`config.mk`:
```
export PLATFORM = sky130hd
export DESIGN_NAME = baud_tick_gen_flat
export DESIGN_NICKNAME = d
export VERILOG_FILES = /design/src/rtl/baud_tick_gen_if.sv /design/src/rtl/baud_tick_gen.sv /design/src/flat_wrapper.sv
export SDC_FILE = /design/constraint.sdc
export NUM_CORES = 1
export LEC_CHECK = 0
export ABC_CLOCK_PERIOD_IN_PS = 4200
export CORE_MARGIN = 3
export CORE_UTILIZATION = 37
export DETAILED_ROUTE_END_ITERATION = 8
export DONT_BUFFER_PORTS = 1
export GPL_TIMING_DRIVEN = 0
export REMOVE_ABC_BUFFERS = 1
export SETUP_SLACK_MARGIN = 0.1
export SYNTH_ARGS = -nofsm -noshare
export SYNTH_HDL_FRONTEND = slang
export SYNTH_SLANG_ARGS = --single-unit
```
`constraint.sdc`:
```
create_clock -name Clock -period 4.2 [get_ports Clock]
set_input_delay 0.63 -clock Clock [delete_from_list [all_inputs] [get_ports Clock]]
set_output_delay 0.63 -clock Clock [all_outputs]
set_load 0.01 [all_outputs]
```
`src/rtl/baud_tick_gen_if.sv`:
```
// Control/status bundle for the baud/oversample tick generator.
// The controller (master) drives enable, divisor programming and resync.
// The tick generator (slave) returns the ticks, the active divisor and the error strobe.
interface baud_tick_gen_if #(
    parameter int CNT_WIDTH = 16
);
    logic                 Enable;
    logic                 DivLoad;
    logic [CNT_WIDTH-1:0] DivValue;
    logic                 Resync;
    logic                 OversampleTick;
    logic                 BaudTick;
    logic                 MidBitTick;
    logic [CNT_WIDTH-1:0] DivActive;
    logic                 DivError;

    modport master (
        output Enable, DivLoad, DivValue, Resync,
        input  OversampleTick, BaudTick, MidBitTick, DivActive, DivError
    );

    modport slave (
        input  Enable, DivLoad, DivValue, Resync,
        output OversampleTick, BaudTick, MidBitTick, DivActive, DivError
    );
endinterface

```
`src/rtl/baud_tick_gen.sv`:
```
// Runtime-programmable baud/oversample tick generator.
// Clock is divided by DivReg to give OversampleTick. OVERSAMPLE oversample ticks make one bit:
// MidBitTick marks the bit centre and BaudTick marks the bit end.
// A new divisor is only taken at an oversample boundary (wrap or Resync), so no runt periods occur.
module baud_tick_gen #(
    parameter int CNT_WIDTH   = 16,
    parameter int OVERSAMPLE  = 8,
    parameter int DEFAULT_DIV = 28,
    parameter int OS_WIDTH    = 4
) (
    input  logic           Clock,
    input  logic           Reset_n,
    baud_tick_gen_if.slave bus
);
    localparam logic [CNT_WIDTH-1:0] DIV_RESET = CNT_WIDTH'(DEFAULT_DIV);
    localparam logic [CNT_WIDTH-1:0] DIV_MIN   = CNT_WIDTH'(2);
    localparam logic [CNT_WIDTH-1:0] CNT_ONE   = CNT_WIDTH'(1);
    localparam logic [OS_WIDTH-1:0]  BIT_LAST  = OS_WIDTH'(OVERSAMPLE - 1);
    localparam logic [OS_WIDTH-1:0]  BIT_MID   = OS_WIDTH'(OVERSAMPLE / 2 - 1);
    localparam logic [OS_WIDTH-1:0]  BIT_ONE   = OS_WIDTH'(1);

    logic [CNT_WIDTH-1:0] osCntReg;
    logic [OS_WIDTH-1:0]  bitCntReg;
    logic [CNT_WIDTH-1:0] divReg;
    logic [CNT_WIDTH-1:0] pendValReg;
    logic                 pendingReg;
    logic                 osTickReg;
    logic                 baudTickReg;
    logic                 midTickReg;
    logic                 divErrorReg;

    logic wrap;
    logic applyEdge;
    logic loadLegal;
    logic loadIllegal;

    // Decode the wrap event and the boundaries at which a divisor may change.
    always_comb begin
        wrap        = bus.Enable && !bus.Resync && (osCntReg == (divReg - CNT_ONE));
        applyEdge   = wrap || bus.Resync;
        loadLegal   = bus.DivLoad && (bus.DivValue >= DIV_MIN);
        loadIllegal = bus.DivLoad && (bus.DivValue < DIV_MIN);
    end

    // Oversample and bit-phase counters plus the registered tick outputs.
    always_ff @(posedge Clock or negedge Reset_n) begin
        if (!Reset_n) begin
            osCntReg    <= '0;
            bitCntReg   <= '0;
            osTickReg   <= 1'b0;
            baudTickReg <= 1'b0;
            midTickReg  <= 1'b0;
        end else if (bus.Resync) begin
            // Resync restarts bit phase regardless of Enable.
            osCntReg    <= '0;
            bitCntReg   <= '0;
            osTickReg   <= 1'b0;
            baudTickReg <= 1'b0;
            midTickReg  <= 1'b0;
        end else if (bus.Enable) begin
            if (wrap) begin
                osCntReg    <= '0;
                osTickReg   <= 1'b1;
                bitCntReg   <= (bitCntReg == BIT_LAST) ? '0 : (bitCntReg + BIT_ONE);
                baudTickReg <= (bitCntReg == BIT_LAST);
                midTickReg  <= (bitCntReg == BIT_MID);
            end else begin
                osCntReg    <= osCntReg + CNT_ONE;
                osTickReg   <= 1'b0;
                baudTickReg <= 1'b0;
                midTickReg  <= 1'b0;
            end
        end else begin
            // Disabled: counters hold so timing resumes where it stopped.
            osTickReg   <= 1'b0;
            baudTickReg <= 1'b0;
            midTickReg  <= 1'b0;
        end
    end

    // Divisor programming: stage legal requests, commit them only at an oversample boundary.
    always_ff @(posedge Clock or negedge Reset_n) begin
        if (!Reset_n) begin
            divReg      <= DIV_RESET;
            pendValReg  <= '0;
            pendingReg  <= 1'b0;
            divErrorReg <= 1'b0;
        end else begin
            divErrorReg <= loadIllegal;
            if (loadLegal) begin
                if (applyEdge) begin
                    // Request coincides with a boundary: take it straight away.
                    divReg     <= bus.DivValue;
                    pendingReg <= 1'b0;
                end else begin
                    // Latest request overwrites any earlier pending one.
                    pendValReg <= bus.DivValue;
                    pendingReg <= 1'b1;
                end
            end else if (applyEdge && pendingReg) begin
                divReg     <= pendValReg;
                pendingReg <= 1'b0;
            end
        end
    end

    assign bus.OversampleTick = osTickReg;
    assign bus.BaudTick       = baudTickReg;
    assign bus.MidBitTick     = midTickReg;
    assign bus.DivActive      = divReg;
    assign bus.DivError       = divErrorReg;
endmodule
```
`src/flat_wrapper.sv`:
```
// flat-port wrapper written by rule: the top's interface ports become plain ports
module baud_tick_gen_flat 
#(
    parameter int CNT_WIDTH   = 16,
    parameter int OVERSAMPLE  = 8,
    parameter int DEFAULT_DIV = 28,
    parameter int OS_WIDTH    = 4
)
  (Clock, Reset_n, bus_Enable, bus_DivLoad, bus_DivValue, bus_Resync, bus_OversampleTick, bus_BaudTick, bus_MidBitTick, bus_DivActive, bus_DivError);
  baud_tick_gen_if #(.CNT_WIDTH(CNT_WIDTH)) bus_i ();
  input  logic Clock;
  input  logic Reset_n;
  input wire logic [$bits(bus_i.Enable)-1:0] bus_Enable;
  input wire logic [$bits(bus_i.DivLoad)-1:0] bus_DivLoad;
  input wire logic [$bits(bus_i.DivValue)-1:0] bus_DivValue;
  input wire logic [$bits(bus_i.Resync)-1:0] bus_Resync;
  output wire logic [$bits(bus_i.OversampleTick)-1:0] bus_OversampleTick;
  output wire logic [$bits(bus_i.BaudTick)-1:0] bus_BaudTick;
  output wire logic [$bits(bus_i.MidBitTick)-1:0] bus_MidBitTick;
  output wire logic [$bits(bus_i.DivActive)-1:0] bus_DivActive;
  output wire logic [$bits(bus_i.DivError)-1:0] bus_DivError;
  assign bus_i.Enable = bus_Enable;
  assign bus_i.DivLoad = bus_DivLoad;
  assign bus_i.DivValue = bus_DivValue;
  assign bus_i.Resync = bus_Resync;
  assign bus_OversampleTick = bus_i.OversampleTick;
  assign bus_BaudTick = bus_i.BaudTick;
  assign bus_MidBitTick = bus_i.MidBitTick;
  assign bus_DivActive = bus_i.DivActive;
  assign bus_DivError = bus_i.DivError;
  baud_tick_gen #(.CNT_WIDTH(CNT_WIDTH), .OVERSAMPLE(OVERSAMPLE), .DEFAULT_DIV(DEFAULT_DIV), .OS_WIDTH(OS_WIDTH)) u_core (.Clock(Clock), .Reset_n(Reset_n), .bus(bus_i));
endmodule
```
# ---- Word-level counts from Yosys, hierarchy flattened
# Index checks and enable logic that the tools add are counted.
dict set report totals {
  out_inout_bits 20
  in_bits 21
  reg_bits 57
}
dict set report classes {
  n_mux 22
  eq_ne 4
  reduce_logical 13
  addsub 3
  magnitude_cmp 2
  n_bitwise 1
}
# op count
set ops {}
lappend ops {{16-bit 2-to-1 mux} 6}
lappend ops {{16-bit by 1-bit adder with 16-bit output, second input constant} 1}
lappend ops {{16-bit == test} 1}
lappend ops {{16-bit by 2-bit >= comparator with 1-bit output, second input constant} 1}
lappend ops {{16-bit by 2-bit < comparator with 1-bit output, second input constant} 1}
lappend ops {{4-bit 2-to-1 mux} 4}
lappend ops {{16-bit by 1-bit subtractor with 16-bit output, second input constant} 1}
lappend ops {{1-bit 2-to-1 mux} 12}
lappend ops {{2-bit AND reduction} 3}
lappend ops {{2-bit nonzero test} 3}
lappend ops {{1-bit logical AND} 5}
lappend ops {{4-bit by 1-bit adder with 4-bit output, second input constant} 1}
lappend ops {{4-bit by 2-bit == test with 1-bit output, second input constant} 1}
lappend ops {{4-bit by 3-bit == test with 1-bit output, second input constant} 1}
lappend ops {{2-bit by 1-bit != test with 1-bit output, second input constant} 1}
lappend ops {{1-bit zero test} 1}
lappend ops {{1-bit logical OR} 1}
lappend ops {{1-bit NOT} 1}

# ---- Logic depth before layout (Yosys ltp)
dict set report logic_depth {
  word_depth 7
  depth_mapped 12
  depth_no_buf 9
}

# ---- Worst setup path before layout
# No wires, ideal clock.
dict set report synth_timing {
  path_kind {flip-flop to flip-flop}
  startpoint {reg u_core.divReg[0] (netlist: u_core.bus.DivActive[0])}
  endpoint {reg u_core.pendValReg[10]}
  setup_ns 0.125
  path_stages_with_launch 12
  t_arrival_ns 2.774
  path_slack_ns 1.301
  period_less_slack_ns 2.899
  cell_sequence {dfrtp_1 -> buf_6 -> inv_1 -> ha_1 -> nor3b_2 -> a31oi_1 -> or4b_1 -> nand3_1 -> nand4_4 -> o211ai_4 -> buf_12 -> mux2_4}
}
dict set report synth_via {
  elab_chain_len 6
}
# element line
set synth_lines {}
lappend synth_lines {{start, declared} baud_tick_gen.sv:24} ;# logic [CNT_WIDTH-1:0] divReg;
lappend synth_lines {{start signal, assigned} baud_tick_gen.sv:93} ;# divReg <= bus.DivValue;
lappend synth_lines {{start signal, assigned} baud_tick_gen.sv:101} ;# divReg <= pendValReg;
lappend synth_lines {{16-bit by 1-bit subtractor with 16-bit output} baud_tick_gen.sv:39} ;# wrap = bus.Enable && !bus.Resync && (osCntReg == (divReg - CNT_ONE));
lappend synth_lines {{16-bit == test} baud_tick_gen.sv:39}
lappend synth_lines {{1-bit logical AND} baud_tick_gen.sv:39}
lappend synth_lines {{1-bit logical OR} baud_tick_gen.sv:40} ;# applyEdge = wrap || bus.Resync;
lappend synth_lines {{1-bit NOT (no source line)} --}
lappend synth_lines {{2-bit AND reduction (no source line)} --}
lappend synth_lines {{end signal, assigned} baud_tick_gen.sv:97} ;# pendValReg <= bus.DivValue;
lappend synth_lines {{end, declared} baud_tick_gen.sv:25} ;# logic [CNT_WIDTH-1:0] pendValReg;
# No other way between the ends.
# A chain may end at the register's enable or synchronous reset.

# ---- Worst setup path in the final report
dict set report layout_timing {
  startpoint {reg u_core.divReg[0] (netlist: u_core.bus.DivActive[0])}
  endpoint {reg u_core.bitCntReg[3]}
}
dict set report layout_via {
  elab_chain_len 5
}
# element line
set layout_lines {}
lappend layout_lines {{16-bit by 1-bit subtractor with 16-bit output} baud_tick_gen.sv:39}
lappend layout_lines {{16-bit == test} baud_tick_gen.sv:39}
lappend layout_lines {{1-bit logical AND} baud_tick_gen.sv:39}
lappend layout_lines {{2-bit nonzero test (no source line)} --}
lappend layout_lines {{2-bit AND reduction (no source line)} --}
lappend layout_lines {{end signal, assigned} baud_tick_gen.sv:64} ;# bitCntReg <= (bitCntReg == BIT_LAST) ? '0 : (bitCntReg + BIT_ONE);
lappend layout_lines {{end, declared} baud_tick_gen.sv:23} ;# logic [OS_WIDTH-1:0] bitCntReg;
# No other way between the ends.

==> results.tsv <==
metric	value	unit
fmax	273.3	MHz
n_fill_cell	797	
path_cells	inv_1 -> ha_1 -> nor3b_2 -> a31oi_1 -> or4b_1 -> nand3_1 -> nand4_4 -> o21ai_1 -> o21ai_0	
critPathMaxStageDelay	0.98	ns
numCtsBuffers	9	
cts_tree	built	
final_util	0.4230	
vias	2311	
leakagePower	1.460	nW
min_path_type	in -> async	
grt_remaining_overflow	0	
critPathBufInv	1	
hold_viol	0	
path_class	reg -> reg	
drc_errors	0	
path_clk_slew	0.07	ns
htree_levels	3	
internal_power	1.082	mW
cp_max_fo	16	
core.rowCount	33	
cts_resized	0	
final_cell_mix	dfrtp_1, nor2_1, xor2_1, a22oi_1, o2bb2ai_1	
ys_ff_latch	57	
avgRoutedWirePerCell	18.01	um
core	8382	um2
cts_root_buf	clkbuf_8	
synthesis.area	3262	um2
vdd_drop_max	0.2573	mV
p_per_area	425.0	nW/um2
die_h	99.89	um
finalNonFillerCells	407	
power	1.507	mW
pwr-share-seq	0.454	
drt-initial-drc-count	92	
r2r-start	u_core.bus.DivActive[0]	
clkPwrFrac	0.388	
io_buffer_count	0	
cp_top_family	compound AO/OA/AOI/OAI gates	
antenna_found_initial	0	
fin_area	3546	um2
regArea	1430	um2
multi_input_area	1690	um2
final_common_cell	dfrtp_1	
cap_violations	0	
worst_pin_slew	1.255	ns
insertion_delay	0.33	ns
start_kind	register	
gp_congestion	0.8484	
rsz0062_at_grt	false	
drive_gt1_frac	0.1689	
switching_share	0.2818	
boundaryPins	41	
nets	321	
ys_seq_area_frac	0.4384	
die_area	9978	um2
wirelength	7.331	mm
die_x	99.89	um
r2r_cells	9	
status	finished, final reports clean	
critPathArrivalTime	3.82	ns
drt_first_pass_iters	4	
pwr-share-comb	0.158	
rr_endpoint	u_core.bitCntReg[3]	
period_needed	3.659	ns
cts_hold_buf	1	
finalMaxSlewViolations	0	
antenna_left	0	
net-switching-power	0.4247	mW
grt_pass1_wl	12.68	mm
placed_cells_incl_taps	390	
post_cts_buffers	0	
hpwl	5.146	mm
endpoint_kind	register	
avgSynthCellArea	10.87	um2
relSlewSlack	0.1617	
setup_tns	0	ns
cts.sinks	57	
finalSetupViolCount	0	
syn2layout_area_growth	8.707	%
synth.distinct_cells	60	
start_util	0.3892	
dpl_cell_area	3289	um2
grt_pass1_vias	2397	
synth-async-reset-ratio	1.000	
drt-vias-per-instance	5.678	
antenna_cells	0	
fin_crit_sh	0.8712	
grt_max_degree	55	
grtUsageTotal	0.1616	
crit_required	4.36	ns
cts_buffer_depth	2	
synth-edff-count	0	
finClkSkew	0.009982	ns
slowest_stage	o21ai_1	
yosysWarnings	0	
synth_ff_type	dfrtp_1	
syn_inst	300	
r2r_slack	0.54	ns
## routing by layer
| layer | global-route usage | wire, um | up-vias |
|---|---|---|---|
| met1 | 0.2181 | 3647 | 1144 |
| met2 | 0.2417 | 3124 | 45 |
| met4 | 0.05042 | 88 | 0 |
| li1 | - | - | 1113 |
| met3 | 0.05976 | 470 | 9 |
| met5 | 0 | 0 | - |
## power by group through the flow
| stage | clock (mW) | combinational (mW) | sequential (mW) |
|---|---|---|---|
| 6_report | 0.585 | 0.238 | 0.684 |
| 5_1_grt | 0.627 | 0.267 | 0.695 |
| 4_1_cts | 0.598 | 0.240 | 0.685 |
| 3_5_place_dp | 0 | 0.224 | 0.695 |
| 3_3_place_gp | 0 | 0.222 | 0.693 |
| 2_1_floorplan | 0 | 0.192 | 0.670 |
## stage by stage
step	worst slack, ns	hold WS, ns
finish	0.5411	0.1326
global route	0.2150	0.1057
CTS	0.4989	0.1170
detailed placement	0.5091	0.3356
global placement	0.5639	0.3356
floorplan	1.218	0.3344
## cells in the mapped netlist, drive strengths merged (3+ instances only)
| master | n | area [um2] |
|---|---|---|
| buf | 9 | 81.33 |
| nor2b | 3 | 18.77 |
| dfstp | 3 | 78.83 |
| mux2 | 17 | 229.0 |
| nor3 | 8 | 40.04 |
| o21ai | 6 | 30.02 |
| nand4 | 8 | 65.06 |
| nor2 | 24 | 90.09 |
| and3 | 5 | 31.28 |
| inv | 10 | 37.54 |
| nand3 | 14 | 82.58 |
| a21oi | 4 | 20.02 |
| and2 | 3 | 21.27 |
| a22oi | 16 | 120.1 |
| xnor2 | 15 | 131.4 |
| or4 | 4 | 33.78 |
| dfrtp | 54 | 1351 |
| ha | 3 | 37.54 |
| nor4 | 9 | 83.83 |
| a31oi | 3 | 18.77 |
| xor2 | 17 | 148.9 |
| nand2 | 12 | 45.04 |
| clkbuf | 6 | 22.52 |
| o211ai | 3 | 36.28 |
| o21a | 3 | 22.52 |
| o2bb2ai | 16 | 140.1 |
## sequential cells by signal (all words and copies together), names as in the netlist, 4 cells and up
signal / cells
u_core.osCntReg: 16
u_core.bitCntReg: 4
u_core.bus.DivActive: 16
u_core.pendValReg: 16
## worst max-delay path by stage
stage / start / to / slack (ns) / cells past startpoint
after detailed placement: u_core.bus.DivActive[0] / u_core.bitCntReg[3] / 0.51 / 9
after CTS: u_core.bus.DivActive[0] / u_core.bitCntReg[3] / 0.50 / 9
after global routing: u_core.bus.DivActive[0] / u_core.bitCntReg[3] / 0.22 / 9
final: u_core.bus.DivActive[0] / u_core.bitCntReg[3] / 0.54 / 9
after global placement: u_core.bus.DivActive[0] / u_core.bitCntReg[3] / 0.56 / 9
after floorplan: u_core.bus.DivActive[0] / u_core.pendValReg[0] / 1.22 / 9
## layout make-up
| cell class | instances | area share |
|---|---|---|
| sequential | 57 | 0.4033 |
| clock buffer | 11 | 0.04270 |
| multi-input combinational | 218 | 0.4767 |
| inverter | 10 | 0.01059 |
| timing repair buffer | 1 | 0.007763 |
| tap | 105 | 0.03705 |
| clock inverter | 5 | 0.02188 |
## cell families after synthesis
kind of cell,count (synthesis),share of synthesized area
and+or+nand+nor,101,0.1857
adders and majority gates,3,0.01151
buffers and inverters,25,0.04335
AOI/OAI and AO/OA,65,0.1649
muxes,17,0.07020
DFF,57,0.4384
xor gates and xnor gates,32,0.08592
(Power assumes the default switching activity.)
